$ cat config.mk
export PLATFORM = sky130hd
export DESIGN_NAME = out_port_arb
export DESIGN_NICKNAME = d
export VERILOG_FILES = /design/src/rtl/noc_pkg.sv /design/src/rtl/rr_pick.sv /design/src/rtl/out_port_arb.sv
export SDC_FILE = /design/constraint.sdc
export NUM_CORES = 1
export LEC_CHECK = 0
export ABC_AREA = 1
export BUFFER_PORTS_ARGS = -buffer_cell sky130_fd_sc_hd__buf_2
export CORE_MARGIN = 10
export CORE_UTILIZATION = 60
export DETAILED_ROUTE_END_ITERATION = 10
export PLACE_DENSITY = 0.85
export SLEW_MARGIN = 10
export SYNTH_ARGS = -nofsm -noshare
export SYNTH_HDL_FRONTEND = slang
export SYNTH_SLANG_ARGS = --single-unit
$ cat constraint.sdc
create_clock -name clk_i -period 6.9 [get_ports clk_i]
set_clock_uncertainty 0.1 [all_clocks]
set_input_delay 0.345 -clock clk_i [delete_from_list [all_inputs] [get_ports clk_i]]
set_output_delay 0.345 -clock clk_i [all_outputs]
set_load 0.01 [all_outputs]
$ cat src/rtl/noc_pkg.sv
// Shared router-level types: port indices and allocator state encoding.
package noc_pkg;

    localparam int NUM_PORTS = 5;
    localparam int STALL_W   = 8;

    typedef enum logic [2:0] {
        PORT_N = 3'd0,
        PORT_E = 3'd1,
        PORT_S = 3'd2,
        PORT_W = 3'd3,
        PORT_L = 3'd4
    } port_e;

    typedef enum logic {
        ARB_IDLE   = 1'b0,
        ARB_LOCKED = 1'b1
    } arb_state_t;

endpackage

$ cat src/rtl/rr_pick.sv
// Combinational round-robin picker: first set request at or after ptr, wrapping.
module rr_pick
    import noc_pkg::*;
#(
    parameter int N  = NUM_PORTS,
    parameter int IW = (N > 1) ? $clog2(N) : 1
) (
    input  logic [N-1:0]  req_i,
    input  logic [IW-1:0] ptr_i,
    output logic [N-1:0]  pick_o,
    output logic          found_o
);

    logic [IW:0]   sum;
    logic [IW-1:0] idx;

    // Walk offsets from farthest to nearest so the closest request to ptr wins.
    always_comb begin
        pick_o  = '0;
        found_o = 1'b0;
        sum     = '0;
        idx     = '0;
        for (int off = N - 1; off >= 0; off--) begin
            sum = {1'b0, ptr_i} + (IW + 1)'(off);
            if (sum >= (IW + 1)'(N)) sum = sum - (IW + 1)'(N);
            idx = sum[IW-1:0];
            if (req_i[idx]) begin
                pick_o      = '0;
                pick_o[idx] = 1'b1;
                found_o     = 1'b1;
            end
        end
    end

endmodule

$ cat src/rtl/out_port_arb.sv
// Output-port wormhole allocator: round-robin grant held until the tail flit moves.
// Optional stall-timeout release enabled with `define OUT_PORT_ARB_TIMEOUT_EN.
module out_port_arb
    import noc_pkg::*;
#(
    parameter int NUM_REQ     = NUM_PORTS,
    parameter int TIMEOUT_CYC = 16
) (
    input  logic               clk_i,
    input  logic               rst_n_i,
    input  logic [NUM_REQ-1:0] req_i,
    input  logic [NUM_REQ-1:0] tail_i,
    input  logic               out_ready_i,
    output logic [NUM_REQ-1:0] grant_o,
    output logic               grant_valid_o,
    output logic               xfer_o,
    output logic               timeout_o
);

    localparam int IDX_W = (NUM_REQ > 1) ? $clog2(NUM_REQ) : 1;

    arb_state_t         state_q, state_d;
    logic [IDX_W-1:0]   owner_q, owner_d;
    logic [IDX_W-1:0]   ptr_q, ptr_d;
    logic [IDX_W-1:0]   pick_idx, next_ptr;
    logic [NUM_REQ-1:0] pick;
    logic               found;
    logic               locked;
    logic               force_rel;

    rr_pick #(.N(NUM_REQ), .IW(IDX_W)) u_pick (
        .req_i   (req_i),
        .ptr_i   (ptr_q),
        .pick_o  (pick),
        .found_o (found)
    );

    always_comb begin
        pick_idx = '0;
        for (int i = 0; i < NUM_REQ; i++)
            if (pick[i]) pick_idx = IDX_W'(i);
    end

    assign locked        = (state_q == ARB_LOCKED);
    assign next_ptr      = (owner_q == IDX_W'(NUM_REQ - 1)) ? '0 : owner_q + 1'b1;
    assign grant_o       = locked ? (NUM_REQ'(1) << owner_q) : '0;
    assign grant_valid_o = locked;
    assign xfer_o        = locked & req_i[owner_q] & out_ready_i;

`ifdef OUT_PORT_ARB_TIMEOUT_EN
    logic [STALL_W-1:0] stall_q, stall_d;

    // Counter sits at zero while idle, so entering LOCKED always starts a fresh count.
    always_comb begin
        stall_d   = stall_q;
        force_rel = 1'b0;
        if (!locked || xfer_o) begin
            stall_d = '0;
        end else if (stall_q == STALL_W'(TIMEOUT_CYC - 1)) begin
            force_rel = 1'b1;
            stall_d   = '0;
        end else begin
            stall_d = stall_q + 1'b1;
        end
    end

    always_ff @(posedge clk_i or negedge rst_n_i) begin
        if (!rst_n_i) stall_q <= '0;
        else          stall_q <= stall_d;
    end
`else
    assign force_rel = 1'b0;
`endif

    assign timeout_o = force_rel;

    always_comb begin
        state_d = state_q;
        owner_d = owner_q;
        ptr_d   = ptr_q;
        case (state_q)
            ARB_IDLE: begin
                if (found) begin
                    state_d = ARB_LOCKED;
                    owner_d = pick_idx;
                end
            end
            ARB_LOCKED: begin
                if ((xfer_o && tail_i[owner_q]) || force_rel) begin
                    state_d = ARB_IDLE;
                    ptr_d   = next_ptr;
                end
            end
            default: state_d = ARB_IDLE;
        endcase
    end

    always_ff @(posedge clk_i or negedge rst_n_i) begin
        if (!rst_n_i) begin
            state_q <= ARB_IDLE;
            owner_q <= '0;
            ptr_q   <= '0;
        end else begin
            state_q <= state_d;
            owner_q <= owner_d;
            ptr_q   <= ptr_d;
        end
    end

endmodule

# Word-level counts from Yosys, hierarchy flattened
# Cells that the tools add are included.
# Widths: inputs -> output; s select.
dict set report totals {
  regBits 7
  input_bits 13
  output_inout_bits 8
  elab_cells 90
}
dict set report op_classes {
  add_sub_neg 10
  n_lt_le_gt_ge 16
  n_eq_ne 1
  shift 1
  muxes 48
  bitwise_logic 3
  reduce_logical 8
}
# cell n
set op_table {}
lappend op_table {{$mux 5} 6}
lappend op_table {{$lt 3x4->1 const B} 6}
lappend op_table {{$bmux 1 s3} 7}
lappend op_table {{$mux 3} 7}
lappend op_table {{$mux 1} 20}
lappend op_table {{$ge 4x3->1 const B} 4}
lappend op_table {{$demux 1 s3} 5}
lappend op_table {{$ge 3x1->1 const B} 5}
lappend op_table {{$sub 3x3->3 const B} 5}
lappend op_table {{$add 3x2->4 const B} 2}
lappend op_table {{$logic_and 1x1->1} 6}
lappend op_table {{$shl 1x3->5 const A} 1}
lappend op_table {{$add 3x1->4 const B} 1}
lappend op_table {{$add 3x3->4 const B} 1}
lappend op_table {{$mux 2} 2}
lappend op_table {{$reduce_and 2->1} 2}
lappend op_table {{$add 3x1->3 const B} 1}
lappend op_table {{$eq 3x3->1 const B} 1}
lappend op_table {{$ge 3x3->1 const B} 1}
lappend op_table {{$and 1x1->1} 2}
lappend op_table {{$pmux 1 s2} 1}
lappend op_table {{$not 1->1} 1}

# Logic depth before layout (Yosys ltp)
dict set report logic_depth {
  ltp_word 16
  ltp_mapped 22
  mapped_depth_nobuf 21
}

# Hierarchy
# Synthesis repeated with hierarchy kept, for this count alone.
dict set report unflattened {
  hier_cells 307
  area_unflattened_um2 1699.1
}
# mod n_inst cells_each area_per_inst_um2 seq_area_each_um2
set modules_own_cells {}
lappend modules_own_cells {rr_pick 1 228 1163.6 0.0}
lappend modules_own_cells {out_port_arb 1 79 535.5 175.2}

# Worst setup path before layout
# Ideal clock, no wire load.
dict set report synth_timing {
  kind {flip-flop to flip-flop}
  startpoint {reg ptr_q[0]}
  endpoint {reg owner_q[1]}
  setup_ps 116
  t_arrival_ps 2152
  t_required_ps 6684
  setup_slack_ps 4532
  path_stages_with_launch 18
  path_buffers 0
  synth_period_minus_slack_ps 2368
  cell_sequence {dfrtp_1 -> inv_2 -> ha_1 -> fa_1 -> nand2_2 -> nand2_1 -> o21ai_1 -> inv_1 -> nor2_1 -> nand3_1 -> nand3_1 -> nor2_1 -> nor2_1 -> nand2_1 -> a21boi_1 -> nand2_1 -> nand2_1 -> nand2_1}
}
dict set report synth_between {
  elab_chain_len 15
  elab_cells_between_ends 68
  cone_classes {9 x add/sub; 15 x order compare; 38 x mux; 6 x reduce/logical}
}
# item line_no
set synth_lines {}
lappend synth_lines {{start, declared} out_port_arb.sv:24} ;# logic [IDX_W-1:0] ptr_q, ptr_d;
lappend synth_lines {{start signal, assigned} out_port_arb.sv:106} ;# ptr_q <= ptr_d;
lappend synth_lines {{$add 3x3->4} rr_pick.sv:24} ;# sum = {1'b0, ptr_i} + (IW + 1)'(off);
lappend synth_lines {{$ge 4x3->1 or $sub 3x3->3 (tied branches)} rr_pick.sv:25} ;# if (sum >= (IW + 1)'(N)) sum = sum - (IW + 1)'(N);
lappend synth_lines {{$mux 3} rr_pick.sv:25}
lappend synth_lines {{$lt 3x4->1 (implied by the code) or $ge 3x1->1 (tied branches)} rr_pick.sv:29} ;# pick_o[idx] = 1'b1;
lappend synth_lines {{$logic_and 1x1->1 (implied by the code)} rr_pick.sv:29}
lappend synth_lines {{$mux 1 (implied by the code)} rr_pick.sv:29}
lappend synth_lines {{$demux 1 s3} --}
lappend synth_lines {{$mux 5 (5 in a row)} rr_pick.sv:27} ;# if (req_i[idx]) begin
lappend synth_lines {{$mux 2 (2 in a row)} out_port_arb.sv:41} ;# if (pick[i]) pick_idx = IDX_W'(i);
lappend synth_lines {{$mux 3} out_port_arb.sv:41}
lappend synth_lines {{end signal, assigned} out_port_arb.sv:105} ;# owner_q <= owner_d;
lappend synth_lines {{end, declared} out_port_arb.sv:23} ;# logic [IDX_W-1:0] owner_q, owner_d;
# Several ways; a longest one is shown, not always the timed one. The select of a mux whose other input is x is not followed.
# A chain may end at the register's enable or synchronous reset.

# Final worst setup path
# Ends and elaborated chain as after synthesis.

==> results.cfg <==
[cells_and_area]
post-route-cell-area_sq_mm = 0.00183
post-route-util = 0.670
areaGrowthSynthToFinish_pct = 8.28
fin_nets = 344
antennaDiodeCount = 0
drive_gt1_frac = 0.200
multiInputGateArea_sq_mm = 0.00135
nFillCells = 259
ff_latch_area_sq_um = 175
final_cells = 346

[sta]
min_period_ps = 2980
maxSlewHeadroom = 0.640
hold_violations = 0
fmax_mhz = 336
setup_violations = 0
drv_slew = 0
fin_crit_sh = 0.432
rsz0062_at_grt = false
finalSetupTns_ps = 0
worstMarginPinSlew_ps = 540

[global_route]
met3_usage = 0.0190
grt-ovfl-total = 0
grt_start_max_net_pins = 14
antenna_found_initial = 0
grtUsageMet2 = 0.274
grtUsageMet1 = 0.200
busiest_layer = met2
grt_pass1_wl_mm = 7.44
grt_usage = 0.165
grt_pass1_vias = 1811

[placement]
dpl.hpwl_mm = 3.50
gp_congestion = 0.932
place_inst = 341
io_buffers = 19
dpl-instance-area_sq_mm = 0.00180

[setup_path]
slowest_stage = dfrtp_1
cp.required_ps = 6950
path_cells = inv_2, ha_1, fa_1, nand2_2, nand2_1, o21ai_1, inv_1, nor2_1, nand3_1, nand3_1, nor2_1, nor2_1, nand2_1, a21boi_1, nand2_1, nand2_1, nand2_1
cp.arrival_ps = 3030
startpoint_type = register
worstSetupEndpointType = register
r2r_slack_ps = 3920
cp_max_fo = 13
cpMostUsedCell = nand2_1
critical_path.max_stage_delay_ps = 600
criticalPathCategory = register to register

[drt]
vias_per_cell = 5.53
ant_nets = 0
route.detailed.drc = 0
via_count = 1914
wl_mm = 4.32
dr.pass1.iters = 4
drtIter0Drc = 209
avgRoutedWirePerCell_um = 12.5

[yosys]
yosys.area.top_type_share = 0.248
synth_top_area_cell = nand2_1
syn_inst = 295
ys_seq_area_frac = 0.103
netlist_area_sq_mm = 0.00169
synth_nets = 323
avgSynthCellArea_sq_um = 5.74
ys_types = 36
yosysWarnings = 0
ys_seq_elements = 7
synth_area_leaders = nand2_1 (25%), dfrtp_1 (10%), ha_1 (10%)

[run]
cap_violations = 0

[min_path]
hold_path_class = primary input to asynchronous set/reset pin

[status]
status = finished, final reports clean

[die]
die_w_um = 73.1
rows = 19
io_pins = 21
core_sq_mm = 0.00273
dieArea_sq_mm = 0.00535
chipHeight_um = 73.1
start_util = 0.619

[clock_network]
clkTransAtPathRegs_ps = 50
cts.htree.levels = 1
cts_root_buffer = clkbuf_4
cts_sinks = 7
cts_buffers = 3
cts_resized = 0
cts_tree = built
clock_insertion_delay_worst_skew_ps = 260
cts_setup_buffers = 0
cts.path.max_buffers = 2
## Yosys cell counts
cell / n
a21boi_1: 1
a21oi_1: 8
a21oi_2: 3
a21oi_4: 1
a31oi_4: 1
a32o_1: 1
and2_1: 1
buf_4: 2
buf_6: 1
clkbuf_1: 1
conb_1: 1
dfrtp_1: 7
fa_1: 1
ha_1: 14
inv_1: 24
inv_2: 9
inv_8: 1
nand2_1: 112
nand2_2: 13
nand2_4: 1
nand3_1: 29
nand3_2: 2
nand3_4: 1
nand3b_1: 1
nand4_1: 7
nand4_2: 1
nor2_1: 25
nor2_2: 3
nor2_4: 1
nor3_1: 4
o21ai_0: 5
o21ai_1: 4
o21ai_2: 2
o21ai_4: 1
o31ai_1: 5
or2_2: 1
## cells in the final DEF (no fill, tap or decap), types with 7 or more instances in the layout
| master | Yosys | final |
|---|---|---|
| buf_2 | 0 | 19 |
| nand4_1 | 7 | 7 |
| ha_1 | 14 | 14 |
| inv_1 | 24 | 24 |
| inv_2 | 9 | 9 |
| nand2_1 | 112 | 112 |
| nand2_2 | 13 | 13 |
| dfrtp_1 | 7 | 7 |
| a21oi_1 | 8 | 8 |
| nor2_1 | 25 | 25 |
| nand3_1 | 29 | 29 |
## area by class of cell
class | count | area share
clock buffer | 4 | 0.0143
inverter | 34 | 0.0737
multi-input combinational | 250 | 0.738
sequential | 7 | 0.0956
tap | 31 | 0.0212
timing repair buffer | 20 | 0.0573
## state kept, by name, indices dropped and copies added (netlist names)
register and flops:
grant_valid_o 1, owner_q 3, ptr_q 3
## kinds of logic (layout without fill, tap and decap cells)
group           Yosys count  in the layout  share of synthesized area
simple gates            202            202                      0.541
compound gates           32             32                      0.140
fa+ha+maj                15             15                      0.115
flops                     7              7                      0.103
buf+inv                  38             58                     0.0976
other cells               1              1                    0.00222
## critical path, delay by kind of cell (launching register included)
family,cells,cell delay (ps)
and+or+nand+nor,11,890
adders and majority gates,2,680
DFF,1,600
buffers and inverters,2,300
AOI/OAI and AO/OA,2,320
## layer usage
metal,wire [um],vias up
li1,-,993
met1,2010,848
met2,1950,60
met3,205,13
met4,148,0
met5,0,-
## stage by stage
stage	setup slack [ps]	hold WS, ps
5_1_grt	3570	354
3_3_place_gp	3970	88.9
2_1_floorplan	4530	-50.6
3_5_place_dp	3960	86.7
4_1_cts	3950	338
6_report	3920	354
## repair_timing
action                                 in CTS  in global routing
endpoints found under the hold margin       7                  0
hold buffers                                1                  0
setup endpoints to repair                   0                  0
## path summary, 6_finish.rpt
check | start | end | depth (start not counted)
max | ptr_q[0] | owner_q[1] | 17
min reg2reg | owner_q[1] | owner_q[1] | 2
min | rst_n_i | owner_q[2] | 2
min in group clk_i | owner_q[1] | owner_q[1] | 2
max in group asynchronous | rst_n_i | ptr_q[1] | 2
max reg2reg | ptr_q[0] | owner_q[1] | 17
Power is not shown: default switching activity piles up to over one toggle a cycle in this logic, so the estimate is an artifact.
